`src/rtl/stream_demux_1to2.sv`:
```
// -----------------------------------------------------------------------------
// stream_demux_1to2
//
// Registered 1-to-2 stream demultiplexer. Each accepted input word is steered
// by in_dest into one of two single-entry holding registers; each output
// channel then presents the word with its own valid/ready handshake. A stalled
// channel only blocks words addressed to it. Each channel also counts the
// words it has delivered (modulo 2^CNT_W).
//
// Parameters
//   WIDTH  data width in bits
//   CNT_W  width of each per-channel delivery counter
//
// Ports
//   clk         rising-edge clock
//   rst_n       synchronous active-low reset
//   in_valid    upstream word present
//   in_ready    block accepts the word this cycle (depends on in_dest)
//   in_data     upstream word
//   in_dest     destination channel (0 or 1)
//   out0_valid  channel 0 holding register occupied
//   out0_ready  channel 0 consumer accepts
//   out0_data   channel 0 word
//   out1_valid  channel 1 holding register occupied
//   out1_ready  channel 1 consumer accepts
//   out1_data   channel 1 word
//   cnt0        words delivered on channel 0
//   cnt1        words delivered on channel 1
// -----------------------------------------------------------------------------
module stream_demux_1to2 #(
  parameter int WIDTH = 8,
  parameter int CNT_W = 8
) (
  input  logic             clk,
  input  logic             rst_n,
  input  logic             in_valid,
  output logic             in_ready,
  input  logic [WIDTH-1:0] in_data,
  input  logic             in_dest,
  output logic             out0_valid,
  input  logic             out0_ready,
  output logic [WIDTH-1:0] out0_data,
  output logic             out1_valid,
  input  logic             out1_ready,
  output logic [WIDTH-1:0] out1_data,
  output logic [CNT_W-1:0] cnt0,
  output logic [CNT_W-1:0] cnt1
);

  typedef enum logic {
    EMPTY = 1'b0,
    FULL  = 1'b1
  } chan_state_t;

  // Per-channel views so both channels share one generate body.
  logic [1:0]       valid_vec;
  logic [1:0]       ready_vec;
  logic [WIDTH-1:0] data_vec [2];
  logic [CNT_W-1:0] cnt_vec  [2];
  logic             accept;

  assign ready_vec = {out1_ready, out0_ready};

  // Only the addressed channel gates the input; the other channel's state is
  // irrelevant, which is what prevents head-of-line coupling. A full channel
  // that is draining this cycle can take a new word (pass-through, no bubble).
  assign in_ready = in_dest ? (~valid_vec[1] | ready_vec[1])
                            : (~valid_vec[0] | ready_vec[0]);
  assign accept   = in_valid & in_ready;

  genvar gi;
  generate
    for (gi = 0; gi < 2; gi++) begin : g_chan
      chan_state_t      state_reg;
      logic [WIDTH-1:0] data_reg;
      logic [CNT_W-1:0] cnt_reg;
      logic             take;
      logic             drain;

      assign take  = accept & (in_dest == 1'(gi));
      assign drain = (state_reg == FULL) & ready_vec[gi];

      always_ff @(posedge clk) begin
        if (!rst_n) begin
          state_reg <= EMPTY;
          data_reg  <= '0;
          cnt_reg   <= '0;
        end else begin
          case (state_reg)
            EMPTY: begin
              if (take) begin
                state_reg <= FULL;
                data_reg  <= in_data;
              end
            end
            FULL: begin
              // take implies the consumer is draining this cycle, so the
              // register is refilled and stays FULL.
              if (take) begin
                data_reg <= in_data;
              end else if (ready_vec[gi]) begin
                state_reg <= EMPTY;
              end
            end
            default: state_reg <= EMPTY;
          endcase

          // Counts deliveries, not accepts; wraps silently.
          if (drain) begin
            cnt_reg <= cnt_reg + CNT_W'(1);
          end
        end
      end

      assign valid_vec[gi] = (state_reg == FULL);
      assign data_vec[gi]  = data_reg;
      assign cnt_vec[gi]   = cnt_reg;
    end
  endgenerate

  assign out0_valid = valid_vec[0];
  assign out1_valid = valid_vec[1];
  assign out0_data  = data_vec[0];
  assign out1_data  = data_vec[1];
  assign cnt0       = cnt_vec[0];
  assign cnt1       = cnt_vec[1];

endmodule

```
`config.mk`:
```
export PLATFORM = sky130hd
export DESIGN_NAME = stream_demux_1to2
export DESIGN_NICKNAME = d
export VERILOG_FILES = /design/src/rtl/stream_demux_1to2.sv
export SDC_FILE = /design/constraint.sdc
export NUM_CORES = 1
export LEC_CHECK = 0
export CAP_MARGIN = 5
export CORE_ASPECT_RATIO = 0.8
export CORE_MARGIN = 1
export CORE_UTILIZATION = 63
export CTS_BUF_LIST = sky130_fd_sc_hd__clkbuf_8 sky130_fd_sc_hd__clkbuf_16
export CTS_CLUSTER_SIZE = 40
export DETAILED_ROUTE_END_ITERATION = 7
export DONT_BUFFER_PORTS = 1
export PLACE_DENSITY = 0.88
export SYNTH_ARGS = -nofsm -noshare
export SYNTH_HDL_FRONTEND = slang
export SYNTH_SLANG_ARGS = --single-unit
```
`constraint.sdc`:
```
create_clock -name clk -period 2.65 [get_ports clk]
set_clock_uncertainty 0.15 [all_clocks]
set_input_delay 0.3975 -clock clk [delete_from_list [all_inputs] [get_ports clk]]
set_output_delay 0.3975 -clock clk [all_outputs]
set_load 0.05 [all_outputs]
```
Yosys cells after proc, flatten, opt, wreduce, memory -nomap -nowiden
Index checks and enable logic that the tools add are counted.

Word-level logic and storage cells: 29. Output and inout bits: 35. Input bits: 14. Register bits after elaboration: 34.

$add $sub $neg: 2. Bitwise gates (word level): 10. Mux-type cells: 11.

Operator list (count): 8-bit by 1-bit adder with 8-bit output, second input constant (2); 8-bit 2-to-1 mux (2); 1-bit 2-to-1 mux (7); 1-bit bitwise AND (5); 1-bit one-hot mux with 2 select lines (2); 1-bit inverter (3); 1-bit bitwise OR (2).

Longest topological paths before layout
Depth in word-level cells: 7. Depth in mapped cells: 4. Mapped depth without buffers: 4.

Least setup slack after synthesis
No wires, ideal clock.

Path type: reg2out. From: reg g_chan[0].state_reg (netlist: out0_valid). To: out in_ready. Cell stages (with the launch flop): 5. Data required time: 2.102 ns. Slack: 0.269 ns. Path buffers: 1. Data arrival time: 1.833 ns. Cells stage by stage: dfxtp_1 or2b_2 clkbuf_1 nor2_1 a21oi_1.

Longest elaborated chain between the ends: 3.

Ends and longest elaborated chain: start: declaration (RTL line 74) `chan_state_t state_reg;`; start signal: assignment (RTL line 85) `state_reg <= EMPTY;`; start signal: assignment (RTL line 92) `state_reg <= FULL;`; start signal: assignment (RTL line 102) `state_reg <= EMPTY;`; 1-bit inverter; 1-bit bitwise OR (RTL line 68) `: (~valid_vec[0] | ready_vec[0]);`; 1-bit 2-to-1 mux (RTL line 67) `assign in_ready = in_dest ? (~valid_vec[1] | ready_vec[1])`; end: declaration (RTL line 37) `output logic in_ready,`.

Every way passes these cells.

Worst setup path in the final report
Ends and elaborated chain as after synthesis.

==> results.py <==
metrics = {
    "clocking": {
        "cts_tree": "done",
        "post-cts-setup-buffers": 0,
        "clock_tree.buffer_depth": 2,
        "cts-root-buf": "sky130_fd_sc_hd__clkbuf_8",
        "clkSlewWorstSetupHoldPaths_ns": 0.07,
        "clock_latency_ns": 0.28,
        "post_cts_hold_buffer_count": 0,
        "post_cts_resize_count": 0,
        "cts_max_level": 2,
        "cts_inserted_buffers": 5,
        "clock_sinks": 34,
    },
    "placed_design": {
        "io_buffer_count": 0,
        "detailed_place_hpwl_um": 2285,
        "dpl-instance-area_mm2": 0.001453,
        "globalplace.congestion": 0.8122,
    },
    "min_path": {
        "hold_class": "input port to flip-flop",
        "hold_path_startpoint": "in_data[7]",
    },
    "pwr": {
        "cellInternalPower_w": 0.0008223,
        "netSwitchingPower_w": 0.0002882,
        "power_frac_seq": 0.518,
        "p_per_area_mw_per_mm2": 711.2,
        "clock_power_share": 0.421,
        "cellLeakagePower_nw": 0.5247,
        "vdd.ir_drop.worst_mv": 0.5919,
        "pwr-share-comb": 0.061,
        "net_switching_share_of_the_total_power": 0.2595,
    },
    "grt": {
        "antenna_found_initial": 0,
        "grt_use_met1": 0.3176,
        "first_global_vias": 1103,
        "gr-max-usage-layer": "met2",
        "grt_util_met2": 0.4747,
        "pin_count_of_the_biggest_net_entering_global_routing": 19,
        "global_route.overflow_total": 0,
        "grt_use_met3": 0.08935,
        "grt_pass1_wl_um": 4836,
        "grt_usage": 0.2860,
    },
    "sta": {
        "hold_slack_ns": 0.1062,
        "highest_achievable_clock_rate_ghz": 0.4649,
        "shortest_period_the_worst_path_allows_ns": 2.151,
        "finalCritPeriodShare": 0.8117,
        "setup_viol_count_final": 0,
        "slew_headroom": 0.5566,
        "tns_ns": 0,
        "grt_setup_unrepaired": "no",
        "timing_hold_violations_final": 0,
        "tightestPinTransition_ns": 0.6642,
        "timing_max_transition_violations_final": 0,
    },
    "run_status": {
        "outcome": "completed",
    },
    "final_layout": {
        "filler_cell_count": 152,
        "final_non_filler_cell_area_mm2": 0.001562,
        "area.growth.synth_to_final_pct": 10.93,
        "fin_nets": 188,
        "n_antenna_cell": 0,
        "final_layout_size_suffix_gt1_frac": 0.1040,
        "multi_input_comb_area_um2": 678.2,
        "register_area_um2": 680.7,
    },
    "die": {
        "rows": 14,
        "overall_die_area_mm2": 0.002429,
        "fp.dieH_um": 44.28,
        "design.portCount": 49,
        "coreArea_mm2": 0.001997,
        "initial_core_util": 0.7049,
        "fp.dieW_um": 54.85,
    },
    "job": {
        "maxCapViolCount": 0,
    },
    "yosys": {
        "syn-cell-area_mm2": 0.001408,
        "synth.net_count": 183,
        "synth_instances": 167,
        "postSynth.asyncResetShare": 0,
        "synthDistinctLibCells": 25,
        "ys_warn_count": 0,
        "synth-seq-cells": 34,
        "synth_ff_type": "sky130_fd_sc_hd__dfxtp_1",
        "synth_sequential_area_ratio": 0.4836,
        "synth_edf_count": 0,
        "avgSynthCellArea_um2": 8.429,
    },
    "critical_path": {
        "required_ns": 2.10,
        "path_class": "flip-flop to output port",
        "startpoint_type": "flip-flop",
        "crit_reg_reg_startpoint": "cnt0[1]$_SDFFE_PN0P_",
        "critical_path.startpoint": "out0_valid$_SDFF_PN0_",
        "cp.arrival_ns": 1.60,
        "worstSetupEndpointType": "output port",
        "worst-path-max-fanout": 10,
    },
    "routing": {
        "detail_route.drc_violations": 0,
        "route.vias.total": 1256,
        "avgViaCountPerCell": 6.376,
        "first_pass_iters": 4,
        "drt_first_iter_violations": 19,
        "routed_wirelength_um": 3230,
        "routed_wire_length_per_instance_um": 16.40,
        "detail-route-antenna-nets": 0,
    },
}
==> cells in the final DEF (no fill, tap or decap), drive strengths merged <==
cell,instances
o21ai,22
bufinv,1
inv,4
nand2b,1
ha,2
or2b,2
nand3,22
a21oi,31
xnor2,2
clkinv,3
o31ai,4
xor2,2
buf,6
clkbuf,5
and2b,1
nor2,5
or3,6
nand2,7
nand4,6
or4,4
and2,1
dfxtp,34
nor2b,2
==> power by group through the flow <==
stage          Sequential (W)  Clock [W]  Combinational (W)
2_1_floorplan        0.000597          0          0.0000397
3_3_place_gp         0.000586          0          0.0000639
3_5_place_dp         0.000586          0          0.0000672
4_1_cts              0.000575   0.000471          0.0000676
5_1_grt              0.000576   0.000491          0.0000746
6_report             0.000575   0.000468          0.0000680
==> registers in the layout, summed over array words and instances, names as in the netlist <==
register,flops
out0_valid,1
out1_valid,1
out0_data,8
out1_data,8
cnt1,8
cnt0,8
==> kinds of logic after synthesis <==
kind of cell             after synthesis  share of synthesized area
AND/OR/NAND/NOR                       57                     0.2293
flip-flops                            34                     0.4836
AO/OA/AOI/OAI                         57                     0.2098
adder cells (fa/ha/maj)                2                    0.01777
buffers and inverters                 13                    0.03466
XOR/XNOR                               4                    0.02489
==> cells in the mapped netlist, types with 4 or more instances <==
cell type / number / area share
sky130_fd_sc_hd__dfxtp_1: 34 / 0.48
sky130_fd_sc_hd__a21oi_1: 31 / 0.11
sky130_fd_sc_hd__nand3_1: 22 / 0.078
sky130_fd_sc_hd__o21ai_0: 22 / 0.078
sky130_fd_sc_hd__nand2_1: 7 / 0.019
sky130_fd_sc_hd__clkbuf_1: 6 / 0.016
sky130_fd_sc_hd__nor2_1: 5 / 0.013
sky130_fd_sc_hd__or3_1: 5 / 0.022
sky130_fd_sc_hd__inv_1: 4 / 0.011
sky130_fd_sc_hd__nand4_1: 4 / 0.018
sky130_fd_sc_hd__o31ai_1: 4 / 0.021
sky130_fd_sc_hd__or4_1: 4 / 0.021
==> worst max-delay path, cell delays in order (launching register included) <==
cell                      delay (ns)
sky130_fd_sc_hd__dfxtp_1        0.31
sky130_fd_sc_hd__buf_4          0.23
sky130_fd_sc_hd__or2b_2         0.41
sky130_fd_sc_hd__nor2_1         0.11
sky130_fd_sc_hd__a21oi_1        0.05
sky130_fd_sc_hd__buf_4          0.20
==> path summary, 6_finish.rpt <==
kind / endpoint / slack (ns) / cells after the start
max: in_ready / 0.50 / 5
min: out0_data[7]$_SDFFE_PN0P_ / 0.11 / 2
max reg2reg: cnt0[7]$_SDFFE_PN0P_ / 0.74 / 3
min reg2reg: cnt1[1]$_SDFFE_PN0P_ / 0.45 / 2
==> through the flow <==
step / instances / util / worst slack [ns] / total power [W]
2_1_floorplan: 167 / - / 0.2693 / 0.0006370
3_3_place_gp: 189 / 0.7274 / 0.8496 / 0.0006496
3_5_place_dp: 189 / 0.7274 / 0.7822 / 0.0006537
4_1_cts: 197 / 0.7820 / 0.5120 / 0.001114
5_1_grt: 197 / 0.7820 / 0.4427 / 0.001142
6_report: 197 / 0.7820 / 0.4990 / 0.001110
==> cell type report <==
| class | count | area share |
|---|---|---|
| clock buffers | 5 | 0.04407 |
| clock inverters | 3 | 0.02564 |
| inverters | 5 | 0.01202 |
| multi-input cells | 120 | 0.4343 |
| flip-flops and latches | 34 | 0.4359 |
| well taps | 24 | 0.01923 |
| repair buffers | 6 | 0.02885 |
==> routing by layer <==
metal | part of all wire | wire length, um
met3 | 0.084 | 272
met1 | 0.44 | 1409
met2 | 0.46 | 1473
met4 | 0.023 | 74
met5 | 0 | 0
No activity file was read; power rests on OpenSTA's default activity.
